[src/rtl/mem_pkg.sv]
// Shared widths, FSM state encoding and counter width for the data memory
// and the direct-mapped cache that sits in front of it.
package mem_pkg;

   localparam int ADDR_W_DEF = 6;
   localparam int DATA_W_DEF = 32;
   localparam int CNT_W      = 4;

   typedef logic [1:0] state_t;

   localparam state_t ST_IDLE = 2'b00;
   localparam state_t ST_BUSY = 2'b01;
   localparam state_t ST_DONE = 2'b10;

endpackage

[src/rtl/data_memory_block_if.sv]
// Cache <-> main-memory block bus: level request, block address/data and
// the BUSYWAIT stall handshake.
interface data_memory_block_if
   import mem_pkg::*;
#(
   parameter int ADDR_W = ADDR_W_DEF,
   parameter int DATA_W = DATA_W_DEF
);

   logic              READ;
   logic              WRITE;
   logic [ADDR_W-1:0] ADDRESS;
   logic [DATA_W-1:0] WRITEDATA;
   logic [DATA_W-1:0] READDATA;
   logic              BUSYWAIT;

   modport master (output READ, WRITE, ADDRESS, WRITEDATA, input READDATA, BUSYWAIT);
   modport slave  (input READ, WRITE, ADDRESS, WRITEDATA, output READDATA, BUSYWAIT);

endinterface

[src/rtl/mem_block_array.sv]
// Synchronous single-port block array with a registered read port.
module mem_block_array
   import mem_pkg::*;
#(
   parameter int ADDR_W = ADDR_W_DEF,
   parameter int DATA_W = DATA_W_DEF
) (
   input  logic              clk_i,
   input  logic              wr_en_i,
   input  logic              rd_en_i,
   input  logic [ADDR_W-1:0] addr_i,
   input  logic [DATA_W-1:0] wdata_i,
   output logic [DATA_W-1:0] rdata_o
);

   logic [DATA_W-1:0] mem_q [2**ADDR_W];
   logic [DATA_W-1:0] rdata_q;

   // NOTE: storage and its read register carry no reset, so contents survive
   // a system reset and the array maps onto plain RAM macros.
   always_ff @(posedge clk_i) begin
      if (wr_en_i) mem_q[addr_i] <= wdata_i;
      if (rd_en_i) rdata_q <= mem_q[addr_i];
   end

   assign rdata_o = rdata_q;

endmodule

[src/rtl/data_memory_block.sv]
// Main data memory behind the data cache: fixed-latency block read/write
// with a level-sensitive BUSYWAIT stall.
module data_memory_block
   import mem_pkg::*;
#(
   parameter int ADDR_W  = ADDR_W_DEF,
   parameter int DATA_W  = DATA_W_DEF,
   parameter int LATENCY = 5
) (
   input logic                CLOCK,
   input logic                RESET,
   data_memory_block_if.slave bus
);

   localparam logic [CNT_W-1:0] LAST_CNT = CNT_W'(LATENCY - 1);

   state_t            state_q, state_d;
   logic [CNT_W-1:0]  cnt_q, cnt_d;
   logic [ADDR_W-1:0] lat_addr_q, lat_addr_d;
   logic [DATA_W-1:0] lat_data_q, lat_data_d;
   logic              lat_wr_q, lat_wr_d;
   logic              rd_seen_q, rd_seen_d;

   logic              req;
   logic              acc_en;
   logic              acc_wr;
   logic [ADDR_W-1:0] acc_addr;
   logic [DATA_W-1:0] acc_data;
   logic [DATA_W-1:0] arr_rdata;

   assign req = bus.READ | bus.WRITE;

   // NOTE: every signal assigned here gets a default first so no latch is inferred.
   always_comb begin
      state_d    = state_q;
      cnt_d      = cnt_q;
      lat_addr_d = lat_addr_q;
      lat_data_d = lat_data_q;
      lat_wr_d   = lat_wr_q;
      acc_en     = 1'b0;
      acc_wr     = lat_wr_q;
      acc_addr   = lat_addr_q;
      acc_data   = lat_data_q;
      case (state_q)
         ST_IDLE: begin
            if (req) begin
               lat_addr_d = bus.ADDRESS;
               lat_data_d = bus.WRITEDATA;
               lat_wr_d   = bus.WRITE;
               cnt_d      = CNT_W'(1);
               if (LATENCY == 1) begin
                  // Single-cycle build performs the access at the capture edge.
                  acc_en   = 1'b1;
                  acc_wr   = bus.WRITE;
                  acc_addr = bus.ADDRESS;
                  acc_data = bus.WRITEDATA;
                  state_d  = ST_DONE;
               end else begin
                  state_d  = ST_BUSY;
               end
            end
         end
         ST_BUSY: begin
            cnt_d = cnt_q + CNT_W'(1);
            if (cnt_q == LAST_CNT) begin
               acc_en  = 1'b1;
               state_d = ST_DONE;
            end
         end
         ST_DONE: state_d = ST_IDLE;
         default: state_d = ST_IDLE;
      endcase
   end

   assign rd_seen_d = rd_seen_q | (acc_en & ~acc_wr);

   always_ff @(posedge CLOCK or posedge RESET) begin
      if (RESET) begin
         state_q    <= ST_IDLE;
         cnt_q      <= '0;
         lat_addr_q <= '0;
         lat_data_q <= '0;
         lat_wr_q   <= 1'b0;
         rd_seen_q  <= 1'b0;
      end else begin
         state_q    <= state_d;
         cnt_q      <= cnt_d;
         lat_addr_q <= lat_addr_d;
         lat_data_q <= lat_data_d;
         lat_wr_q   <= lat_wr_d;
         rd_seen_q  <= rd_seen_d;
      end
   end

   mem_block_array #(
      .ADDR_W (ADDR_W),
      .DATA_W (DATA_W)
   ) u_array (
      .clk_i   (CLOCK),
      .wr_en_i (acc_en & acc_wr),
      .rd_en_i (acc_en & ~acc_wr),
      .addr_i  (acc_addr),
      .wdata_i (acc_data),
      .rdata_o (arr_rdata)
   );

   // The array's read register has no reset; READDATA reads zero until the
   // first read after reset lands.
   assign bus.READDATA = rd_seen_q ? arr_rdata : '0;
   assign bus.BUSYWAIT = ~RESET & (((state_q == ST_IDLE) & req) | (state_q == ST_BUSY));

endmodule

[src/flat_wrapper.sv]
// flat-port wrapper written by rule: the top's interface ports become plain ports
module data_memory_block_flat import mem_pkg::*;
#(
   parameter int ADDR_W  = ADDR_W_DEF,
   parameter int DATA_W  = DATA_W_DEF,
   parameter int LATENCY = 5
)
  (CLOCK, RESET, bus_READ, bus_WRITE, bus_ADDRESS, bus_WRITEDATA, bus_READDATA, bus_BUSYWAIT);
  data_memory_block_if #(.ADDR_W(ADDR_W), .DATA_W(DATA_W)) bus_i ();
  input logic CLOCK;
  input logic RESET;
  input wire logic [$bits(bus_i.READ)-1:0] bus_READ;
  input wire logic [$bits(bus_i.WRITE)-1:0] bus_WRITE;
  input wire logic [$bits(bus_i.ADDRESS)-1:0] bus_ADDRESS;
  input wire logic [$bits(bus_i.WRITEDATA)-1:0] bus_WRITEDATA;
  output wire logic [$bits(bus_i.READDATA)-1:0] bus_READDATA;
  output wire logic [$bits(bus_i.BUSYWAIT)-1:0] bus_BUSYWAIT;
  assign bus_i.READ = bus_READ;
  assign bus_i.WRITE = bus_WRITE;
  assign bus_i.ADDRESS = bus_ADDRESS;
  assign bus_i.WRITEDATA = bus_WRITEDATA;
  assign bus_READDATA = bus_i.READDATA;
  assign bus_BUSYWAIT = bus_i.BUSYWAIT;
  data_memory_block #(.ADDR_W(ADDR_W), .DATA_W(DATA_W), .LATENCY(LATENCY)) u_core (.CLOCK(CLOCK), .RESET(RESET), .bus(bus_i));
endmodule
[config.mk]
export PLATFORM = sky130hd
export DESIGN_NAME = data_memory_block_flat
export DESIGN_NICKNAME = d
export VERILOG_FILES = /design/src/rtl/mem_pkg.sv /design/src/rtl/data_memory_block_if.sv /design/src/rtl/mem_block_array.sv /design/src/rtl/data_memory_block.sv /design/src/flat_wrapper.sv
export SDC_FILE = /design/constraint.sdc
export NUM_CORES = 2
export LEC_CHECK = 0
export ABC_CLOCK_PERIOD_IN_PS = 3700
export CORE_MARGIN = 1.5
export CORE_UTILIZATION = 45
export CTS_CLUSTER_DIAMETER = 80
export DETAILED_ROUTE_END_ITERATION = 8
export RECOVER_POWER = 50
export SYNTH_ARGS = -nofsm -noshare
export SYNTH_HDL_FRONTEND = slang
export SYNTH_SLANG_ARGS = --single-unit
[constraint.sdc]
create_clock -name CLOCK -period 3.7 [get_ports CLOCK]
set_input_delay 0.925 -clock CLOCK [delete_from_list [all_inputs] [get_ports CLOCK]]
set_output_delay 0.925 -clock CLOCK [all_outputs]
set_load 0.005 [all_outputs]
==> run_results.csv <==
group,metric,value,unit
flow_run,drv_cap,35,
critical_path,crit_path_cell_trace,"and2_4 -> buf_12 -> a221oi_1 -> o22ai_1 -> a222oi_1 -> nand4_1",
clocking,cts-buffers-inserted,210,
clocking,cts_buffer_depth,3,
run_status,status,"finished, violations left",
global_route,grt_pass1_wl,372000,um
logic_synthesis,ys_warn_count,0,
critical_path,cp_slowest_cell,"a222oi_1",
power,power_frac_clock,0.283,
timing,slew_violations,1793,
critical_path,cp-start-kind,"flip-flop",
logic_synthesis,yosys.area.top_type,"edfxtp_1",
route,route.detailed.drc,0,
critical_path,r2r_setup_slack,210,ps
global_route,grt_usage,0.295,
clocking,clk_latency,870,ps
placement,place.gp.congestion,0.891,
power,power_switching,26.7,mW
finish,fin_area,94100,um^2
logic_synthesis,synthCells,4700,
critical_path,path_class,"reg2reg",
power,p_seq_frac,0.434,
timing,setup_viol,0,
route,vias_per_cell,6.59,
power,irDropWorstVdd,849,uV
logic_synthesis,yosysTopAreaCellShare,0.774,
global_route,grt_antenna_before_repair,7,
logic_synthesis,avgSynthCellArea,17.2,um^2
route,wl_per_cell,36.0,um
timing,min_period,3490,ps
route,totalWireLength,271000,um
clocking,htreeDepth,4,
floorplan,core,178000,um^2
clocking,cts_tree,"done",
placement,dp_slack,313,ps
floorplan,start_util,0.453,
route,ant_nets,0,
global_route,grt_max_degree,84,
placement,dp_hpwl,163000,um
logic_synthesis,synth_cell_types,64,
power,swShare,0.349,
critical_path,cp.required,4280,ps
clocking,cts_root_buffer,"clkbuf_16",
logic_synthesis,async_flop_share,0.0216,
timing,finalHoldViolations,0,
power,intPower,49.9,mW
placement,io_buffers,74,
clocking,cts.sinks,2126,
floorplan,std_cell_rows,155,
logic_synthesis,synth_edf_count,2080,
power,pwr-share-comb,0.283,
timing,worst_pin_slew,3170,ps
finish,final_common_cell,"edfxtp_1",
logic_synthesis,yosysSeqAreaShare,0.788,
global_route,grt_overflow,0,
critical_path,crit_family,"compound AO/OA/AOI/OAI gates",
timing,fin_hold_ws,501,ps
floorplan,pin_count,75,
finish,drive_above_1_share,0.162,
critical_path,cp_num_buf_inv,1,
power,power.density,814,nW/um^2
logic_synthesis,synthTopCellsByArea,"edfxtp_1 (77%), a221oi_1 (4.1%), a22oi_1 (3.4%), mux2i_1 (1.6%), dfrtp_1 (1.4%)",
power,cellLeakagePower,29.6,nW
logic_synthesis,synth_ff_type,"edfxtp_1",
timing,max_freq,287,MHz
logic_synthesis,synth_nets,4744,
timing,grt_setup_unrepaired,"no",
clocking,post_cts_buffers,0,
clocking,cts_hold_buffers,0,
critical_path,path_max_fanout,45,
critical_path,arrival,4060,ps
clocking,clkTransAtPathRegs,60,ps
timing,setup-tns-final,0,ps
critical_path,end_kind,"flip-flop",
route,via_count,49581,
finish,syn_to_final_growth,16.6,%
critical_path,max_stage_delay,930,ps
floorplan,die_area,182000,um^2
worst_hold_path,worst_hold_path_type,"reg2reg",
finish,fin_nets,5031,
finish,mostFrequentLayoutCells,"edfxtp_1 (2080), a221oi_1 (380), a22oi_1 (369)",
floorplan,die_w,427,um
route,drt_pass1_iterations,9,
clocking,cts_resized,1,
finish,final_util,0.528,
logic_synthesis,synth-seq-cells,2126,
run_status,violations,"capacitance limit, slew limit",
route,drt_iter0_drc,8256,
timing,slew-limit-headroom,-1.12,
global_route,grt_pass1_vias,46964,
timing,period_share,0.943,
timing,fin_worst_skew,55.2,ps
floorplan,dieHeight,427,um
placement,dpl_cell_area,87300,um^2
logic_synthesis,syn_area,80700,um^2
timing,setup_ws,212,ps
-- power by group through the flow --
stage	clock, mW	sequential, mW	combinational, mW
6_report	21.7	33.2	21.7
3_3_place_gp	0	33.3	21.2
5_1_grt	22.7	33.3	22.6
2_1_floorplan	0	32.4	11.7
3_5_place_dp	0	33.4	21.3
4_1_cts	21.8	32.9	21.4
-- cells by family after synthesis --
logic type	Yosys count	synth area share
flops	2126	0.788
compound gates	1337	0.123
simple gates	649	0.0360
buf+inv	368	0.0214
mux	217	0.0313
fa+ha+maj	2	0.000310
xor+xnor	1	0.000109
-- sequential cells by signal, summed over array words and instances, names as in the netlist --
name                    cells
u_core.acc_addr             6
u_core.u_array.mem_q     2048
u_core.state_q              2
u_core.rd_seen_q            1
u_core.cnt_q                4
u_core.acc_data            32
u_core.acc_wr               1
u_core.u_array.rdata_o     32
-- path summary, 6_finish.rpt --
path                                                    to  cells past startpoint               start
worst max-delay path            u_core.u_array.rdata_o[12]                      6  u_core.acc_addr[1]
worst min-delay path                       u_core.cnt_q[3]                      1     u_core.cnt_q[3]
worst max register to register  u_core.u_array.rdata_o[12]                      6  u_core.acc_addr[1]
worst min register to register             u_core.cnt_q[3]                      1     u_core.cnt_q[3]
max in group asynchronous                 u_core.rd_seen_q                      3               RESET
min in group asynchronous              u_core.acc_data[20]                      2               RESET
-- per-layer routing --
metal	GRT usage	vias to the layer above	wire, um
met1	0.407	25453	103000
met4	0.132	4	13300
met3	0.0711	595	33200
met5	0	-	22
li1	-	20040	-
met2	0.446	3489	122000
-- cells in the mapped netlist (5+ instances only) --
cell type / n
a2111oi_0: 11
a211o_1: 8
a211oi_1: 27
a21oi_1: 110
a221o_1: 10
a221oi_1: 380
a222oi_1: 10
a22o_1: 18
a22oi_1: 369
a31oi_1: 5
and2_1: 40
buf_1: 54
buf_2: 149
buf_4: 25
buf_6: 9
clkbuf_1: 125
dfrtp_1: 46
edfxtp_1: 2080
inv_1: 6
mux2_2: 66
mux2i_1: 129
mux4_2: 22
nand2_1: 220
nand2b_1: 6
nand3_1: 25
nand4_1: 17
nor2_1: 226
nor2b_1: 15
nor3_1: 48
nor4_1: 10
o211ai_1: 15
o21ai_0: 150
o21ai_1: 7
o221ai_1: 34
o22a_1: 8
o22ai_1: 135
o32ai_1: 10
or3_1: 12
or4_1: 5
-- stage by stage --
step / std cells / total power, mW
after global placement: 7130 / 54.5
after global routing: 7525 / 78.7
after CTS: 7525 / 76.1
final: 7528 / 76.6
after floorplan: 4700 / 44.1
after detailed placement: 7130 / 54.7
-- layout make-up --
| class | count | area (um^2) |
|---|---|---|
| clock buffers | 280 | 5700 |
| repair buffers | 437 | 4540 |
| clock inverters | 115 | 1310 |
| diodes | 3 | 7.51 |
| fillers | 14084 | 84100 |
| well taps | 2355 | 2950 |
| multi-input cells | 2206 | 16000 |
| inverters | 6 | 30.0 |
| flip-flops and latches | 2126 | 63600 |
(Power assumes the default switching activity.)
